## src/rtl/pc_flow_monitor.sv

```systemverilog
// Fetch-PC sequencing monitor: each cycle the PC must hold on stall or advance by STEP,
// unless a branch/JAL/JALR is still unresolved in a tracked stage; first violation captured.
module pc_flow_monitor #(
  parameter int              XLEN         = 32,
  parameter int              STEP         = 4,
  parameter logic [XLEN-1:0] PC_RESET     = '0,
  parameter int              BR_RESOLVE   = 2,
  parameter int              JAL_RESOLVE  = 2,
  parameter int              JALR_RESOLVE = 3,
  parameter int              ERR_CNT_W    = 8
) (
  input  logic                 clk,
  input  logic                 reset,
  input  logic [XLEN-1:0]      pc_reg,
  input  logic [6:0]           opcode_id,
  input  logic                 if_id_write_s,
  input  logic                 flush_s,
  input  logic                 check_en,
  output logic                 err,
  output logic                 err_sticky,
  output logic [ERR_CNT_W-1:0] err_cnt,
  output logic [XLEN-1:0]      err_pc,
  output logic [XLEN-1:0]      err_pc_prev
);

  localparam logic [6:0] OP_BR   = 7'b1100011;
  localparam logic [6:0] OP_JAL  = 7'b1101111;
  localparam logic [6:0] OP_JALR = 7'b1100111;

  localparam int DEPTH_BJ = (BR_RESOLVE > JAL_RESOLVE) ? BR_RESOLVE : JAL_RESOLVE;
  localparam int DEPTH    = (DEPTH_BJ > JALR_RESOLVE) ? DEPTH_BJ : JALR_RESOLVE;
  // Stage 1 is opcode_id itself; registered stages run 2..SDEPTH (at least one kept).
  localparam int SDEPTH   = (DEPTH < 2) ? 2 : DEPTH;

  logic [6:0]           stage_q [2:SDEPTH];
  logic [XLEN-1:0]      pc_prev_q;
  logic                 prev_valid_q;
  logic                 err_q, err_d;
  logic                 err_sticky_q, err_sticky_d;
  logic [ERR_CNT_W-1:0] err_cnt_q, err_cnt_d;
  logic [XLEN-1:0]      err_pc_q, err_pc_d;
  logic [XLEN-1:0]      err_pc_prev_q, err_pc_prev_d;
  logic                 blocked;
  logic                 pc_ok;
  logic                 viol;

  function automatic logic blocks_at(input logic [6:0] op, input int k);
    return ((op == OP_BR)   && (k <= BR_RESOLVE))  ||
           ((op == OP_JAL)  && (k <= JAL_RESOLVE)) ||
           ((op == OP_JALR) && (k <= JALR_RESOLVE));
  endfunction

  always_comb begin
    blocked = blocks_at(opcode_id, 1);
    for (int k = 2; k <= SDEPTH; k++) begin
      blocked = blocked | blocks_at(stage_q[k], k);
    end
  end

  always_comb begin
    pc_ok = 1'b0;
    if (pc_reg == PC_RESET) begin
      pc_ok = 1'b1;
    end else if (if_id_write_s) begin
      pc_ok = (pc_reg == pc_prev_q);
    end else begin
      pc_ok = (pc_reg == (pc_prev_q + XLEN'(STEP)));
    end
    viol = check_en & prev_valid_q & ~blocked & ~pc_ok;
  end

  always_comb begin
    err_d         = viol;
    err_sticky_d  = err_sticky_q;
    err_cnt_d     = err_cnt_q;
    err_pc_d      = err_pc_q;
    err_pc_prev_d = err_pc_prev_q;
    if (viol && (err_cnt_q != '1)) begin
      err_cnt_d = err_cnt_q + 1'b1;
    end
    // Only the first violation since reset is captured.
    if (viol && !err_sticky_q) begin
      err_sticky_d  = 1'b1;
      err_pc_d      = pc_reg;
      err_pc_prev_d = pc_prev_q;
    end
  end

  always_ff @(posedge clk) begin
    if (reset) begin
      for (int k = 2; k <= SDEPTH; k++) begin
        stage_q[k] <= '0;
      end
      pc_prev_q     <= '0;
      prev_valid_q  <= 1'b0;
      err_q         <= 1'b0;
      err_sticky_q  <= 1'b0;
      err_cnt_q     <= '0;
      err_pc_q      <= '0;
      err_pc_prev_q <= '0;
    end else begin
      // Shifts regardless of stall; a squashed instruction enters EX as a bubble.
      stage_q[2] <= flush_s ? 7'd0 : opcode_id;
      for (int k = 3; k <= SDEPTH; k++) begin
        stage_q[k] <= stage_q[k-1];
      end
      pc_prev_q     <= pc_reg;
      prev_valid_q  <= 1'b1;
      err_q         <= err_d;
      err_sticky_q  <= err_sticky_d;
      err_cnt_q     <= err_cnt_d;
      err_pc_q      <= err_pc_d;
      err_pc_prev_q <= err_pc_prev_d;
    end
  end

  assign err         = err_q;
  assign err_sticky  = err_sticky_q;
  assign err_cnt     = err_cnt_q;
  assign err_pc      = err_pc_q;
  assign err_pc_prev = err_pc_prev_q;

endmodule

```

## config.mk

```make
export PLATFORM = sky130hd
export DESIGN_NAME = pc_flow_monitor
export DESIGN_NICKNAME = d
export VERILOG_FILES = /design/src/rtl/pc_flow_monitor.sv
export SDC_FILE = /design/constraint.sdc
export NUM_CORES = 1
export LEC_CHECK = 0
export BUFFER_PORTS_ARGS = -buffer_cell sky130_fd_sc_hd__buf_2
export CORE_MARGIN = 3
export CORE_UTILIZATION = 55
export DETAILED_ROUTE_END_ITERATION = 8
export GPL_ROUTABILITY_DRIVEN = 0
export GPL_TIMING_DRIVEN = 0
export PLACE_DENSITY_LB_ADDON = 0.08
export RECOVER_POWER = 25
export SYNTH_ARGS = -nofsm -noshare
export SYNTH_HDL_FRONTEND = slang
export SYNTH_SLANG_ARGS = --single-unit
```

## constraint.sdc

```tcl
create_clock -name clk -period 4.2 [get_ports clk]
set_input_delay 0.21 -clock clk [delete_from_list [all_inputs] [get_ports clk]]
set_output_delay 0.21 -clock clk [all_outputs]
set_load 0.005 [all_outputs]
```

# --- Word-level counts from Yosys, hierarchy flattened ---
# Memories as Yosys holds them, arrays and structs flattened.
# Index checks and enable logic that the tools add are counted.
classes:
  add_sub_neg: 2
  n_eq_ne: 10
  mux: 8
  n_bitwise: 9
  reduce_logical: 8
op_table:
  columns: ["operator", "n"]
  rows:
  - ["32-bit equality test", 2]
  - ["7-bit equality test, second input constant", 7]
  - ["32-bit by 3-bit adder with 32-bit output, second input constant", 1]
  - ["32-bit logical NOT", 1]
  - ["7-bit 2-to-1 mux", 3]
  - ["8-bit by 1-bit adder with 8-bit output, second input constant", 1]
  - ["8-bit != test, second input constant", 1]
  - ["1-bit 2-to-1 mux", 5]
  - ["1-bit logical OR", 4]
  - ["1-bit bitwise OR", 4]
  - ["1-bit AND", 3]
  - ["1-bit logical AND", 2]
  - ["1-bit NOT", 2]
  - ["1-bit logical NOT", 1]
totals:
  regBits: 107
  ram_bits: 14
  input_bits: 44
  output_inout_bits: 74
  wordCells: 45
  n_memories: 1
mem_list:
  columns: ["memory", "words", "width", "read_ports", "rd_ports_with_merged_regs", "wr", "line_no", "source"]
  rows:
  - ["stage_q", 2, 7, 2, 0, 2, "35", "logic [6:0] stage_q [2:SDEPTH];"]

# --- Logic depth before layout (Yosys ltp) ---
depth:
  depth_word: 9
  mapped_depth: 12
  mapped_depth_nobuf: 9

# --- Least setup slack after synthesis ---
# Ideal clock, no wire load.
synth_timing:
  path_kind: "register -> register"
  from: "register pc_prev_q[7]"
  to: "register err_cnt_q[0] (netlist: err_cnt[0])"
  setup_time_ns: 0.123
  arrival_ns: 3.004
  required_ns: 4.077
  slack_ns: 1.073
  stages_incl_launch_ff: 11
  cell_sequence: "dfxtp_1 -> buf_2 -> nand4_2 -> or4_1 -> clkbuf_1 -> a2111o_1 -> a2111o_1 -> nor4_4 -> buf_4 -> nor2_1 -> mux2_1"
synth_between:
  elab_chain_len: 7
synth_rtl:
  columns: ["element", "line_no", "source"]
  rows:
  - ["start: declaration", "36", "logic [XLEN-1:0] pc_prev_q;"]
  - ["start signal: assignment", "107", "pc_prev_q <= pc_reg;"]
  - ["32-bit by 3-bit adder with 32-bit output", "67", "pc_ok = (pc_reg == (pc_prev_q + XLEN'(STEP)));"]
  - ["32-bit equality test", "67", null]
  - ["1-bit 2-to-1 mux *", "64", "end else if (if_id_write_s) begin"]
  - ["1-bit 2-to-1 mux *", "62", "if (pc_reg == PC_RESET) begin"]
  - ["1-bit NOT *", "69", "viol = check_en & prev_valid_q & ~blocked & ~pc_ok;"]
  - ["1-bit AND *", "69", null]
  - ["1-bit logical AND *", "78", "if (viol && (err_cnt_q != '1)) begin"]
  - ["end signal: assignment", "111", "err_cnt_q <= err_cnt_d;"]
  - ["end: declaration", "40", "logic [ERR_CNT_W-1:0] err_cnt_q, err_cnt_d;"]
# Mark *: on every way between the ends. The rest lies on a longest branch, timed or not.
# A chain may end at the register's enable or synchronous reset.

# --- Worst setup path in the final report ---
layout_timing:
  from: "register pc_prev_q[3]"
  to: "register err_pc_prev_q[8] (netlist: err_pc_prev[8])"
layout_between:
  elab_chain_len: 7
layout_rtl:
  columns: ["element", "line_no", "source"]
  rows:
  - ["32-bit by 3-bit adder with 32-bit output", "67", null]
  - ["32-bit equality test", "67", null]
  - ["1-bit 2-to-1 mux *", "64", null]
  - ["1-bit 2-to-1 mux *", "62", null]
  - ["1-bit NOT *", "69", null]
  - ["1-bit AND *", "69", null]
  - ["1-bit logical AND *", "82", "if (viol && !err_sticky_q) begin"]
  - ["end signal: assignment", "113", "err_pc_prev_q <= err_pc_prev_d;"]
  - ["end: declaration", "42", "logic [XLEN-1:0] err_pc_prev_q, err_pc_prev_d;"]
# Marks and branches as above.

==> results.md <==
* Status: finished, final reports clean
* Clock latency on the worst-skew pair at 520 ps
* Yosys reg bits at 121
* Critical path capture point type: register
* Final Hold Viols at 0
* Initial antenna violation count at 0
* Sequential area share after synthesis at 43.9%
* Setup TNS at 0 ps
* I/O Buffers at 116
* Final Max Tran Viols at 0
* Post-Syn Area at 5520 µm²
* Clk slew on worst S/H paths at 60 ps
* Reg2reg path depth at 11
* Unrepaired setup endpoints after global routing: false
* Worst Path Required at 4660 ps
* Row count at 35
* Crit path from: pc_prev_q[3]
* Largest net degree at the start of global routing at 17
* Residual DRC at 0
* Synth Flop Type: dfxtp_1
* Commonest non-fill, non-tap cell in the layout: dfxtp_1
* Chip Width at 106 µm
* Clock Tree Buf Depth at 2
* Slew Limit Headroom at 40.4%
* CP startpoint kind: register
* Arr. time, crit path at 4280 ps
* Synthesized Nets at 647
* Peak supply drop at 0.212 mV
* GR Util met2 at 49.3%
* Clk root buf: clkbuf_8
* Vias at 5495
* Die height at 106 µm
* Share of layout cells above drive strength 1 at 21.3%
* # clock sinks at 121
* GR peak layer: met2
* Drt pass-1 iters at 5
* Post-synth ARST share at 0%
* Die area at 11300 µm²
* TritonCTS clock tree: built
* Min cycle time layout at 3820 ps
* Gr usage total at 29.1%
* Diode count at 0
* Drt total wl at 16.7 mm
* Final Util at 73.8%
* Commonest cells after routing, fill and taps aside: 121 x dfxtp_1, 118 x buf_2, 44 x nor2b_1
* First-pass GRT wire length at 26.2 mm
* Met3 Use GR at 4.80%
* Slew @ Worst Pin at 889 ps
* Hold WC Path Type: in -> reg
* Vias in the first global route at 5175
* Antenna viol nets, final at 0
* CTS buffer count at 17
* P&R area growth vs syn at 27.1%
* CP Max Fanout at 10
* Starting Density at 58.1%
* Iter 0 DRT Violations at 469
* WL/cell at 18.5 µm
* Final setup fails at 0
* DP Wirelength at 11.7 mm
* Number of flops mapped to enable cells by yosys at 0
* CORE AREA at 9500 µm²
* PwrDens at 409 nW/µm²
* Yosys cell types at 53
* End of the critical path: err_pc_prev[8]
* Nets at 804
* Gate Count Post-Synth at 601
* Total power at 2.87 mW
* Global route overflow at 0
* Worst flop-to-flop path startpoint: pc_prev_q[3]
* Yosys warns at 0
* I/O Pins at 118
* Flop-to-flop setup slack at 380 ps
* Post-cts resize count at 0
* Final Cycle Share at 91.0%
* FF-to-FF End: err_pc_prev[8]
* MaxCap Viol Count at 0
* Kind of critical path: reg -> reg
* Static leakage power at 2.86 nW
* CTS H-tree lvls at 4
* Via density at 6.11
* Post-Syn Area per Cell at 9.18 µm²
* Setup Skew at 7.40 ps
* Achievable clock frequency at 0.262 GHz
* Grt met1 use at 37.3%
[metal layers]
layer / up-vias / wire (µm) / share of wire, %
met3: 39 / 1210 / 7.2
met5: - / 0 / 0
met2: 272 / 8010 / 48
met4: 0 / 402 / 2.4
li1: 2558 / - / -
met1: 2626 / 7060 / 42
[worst max-delay path, cell delays in order (launching register included)]
cell	delay, ps
dfxtp_1	340
clkbuf_1	420
nand4b_1	240
nor4_1	670
mux2i_1	170
mux2i_1	160
o21a_1	190
nor4_4	60
buf_4	170
nor3_2	670
clkbuf_1	450
a31o_1	220
[sequential cells by signal, indices dropped and copies added (netlist names)]
register	cells
err	1
err_cnt	8
err_pc	32
err_pc_prev	32
err_sticky	1
pc_prev_q	32
prev_valid_q	1
stage_q	14
[cells by family after synthesis]
logic type      synth area share (%)
compound gates                  19.5
xor+xnor                        6.46
fa+ha+maj                      0.453
buf+inv                         3.97
flops                           43.9
mux                             1.13
simple gates                    24.5
[how the worst min path moves through the flow]
stage | startpoint | to | cells past startpoint
2_1_floorplan | opcode_id[0] | stage_q[1][0] | 1
3_3_place_gp | opcode_id[2] | stage_q[1][2] | 2
3_5_place_dp | opcode_id[2] | stage_q[1][2] | 2
4_1_cts | pc_reg[12] | pc_prev_q[12] | 2
5_1_grt | pc_reg[12] | pc_prev_q[12] | 2
6_report | pc_reg[30] | pc_prev_q[30] | 2
[synth_stat cells, drive strengths merged, types with 9 or more instances]
master / count / area share, %
a31o: 34 / 5.4
and2: 9 / 1.0
buf: 11 / 0.98
clkbuf: 37 / 2.5
dfxtp: 121 / 44
nand2: 43 / 2.9
nand3: 43 / 3.9
nand4: 13 / 1.6
nor2: 20 / 1.4
nor2b: 44 / 5.0
nor4: 19 / 2.4
o21ai: 35 / 3.2
o311a: 32 / 5.8
or4: 10 / 1.4
xnor2: 18 / 2.9
xor2: 20 / 3.2
[metrics by stage]
step	instances	worst slack, ps	hold WS [ps]	cell area (µm²)
3_5_place_dp	846	330	427	6260
5_1_grt	900	226	7.27	7010
3_3_place_gp	846	425	423	6260
6_report	900	379	8.88	7010
4_1_cts	898	299	0.566	7000
2_1_floorplan	601	1070	332	5520
[report_power, final]
part / switching (mW) / total [mW] / internal (mW)
combinational: 0.169 / 0.294 / 0.124
sequential: 0.0438 / 1.24 / 1.20
clock: 0.548 / 1.33 / 0.785
total: 0.761 / 2.87 / 2.11
[repair_timing]
item,4_1_cts,5_1_grt
hold endpoints to repair,20,0
hold buffers,20,0
setup endpoints to repair,0,28
setup buffers,0,2
[cell type report]
class | count | area, µm²
Buffer | 48 | 193
Clock buffer | 18 | 418
Clock inverter | 14 | 125
Fill cell | 746 | 2490
Inverter | 7 | 26.3
Multi-Input combinational cell | 425 | 2880
Sequential cell | 121 | 2420
Tap cell | 129 | 161
Timing Repair Buffer | 138 | 790
Note: power is estimated with default switching activity, not from simulation.
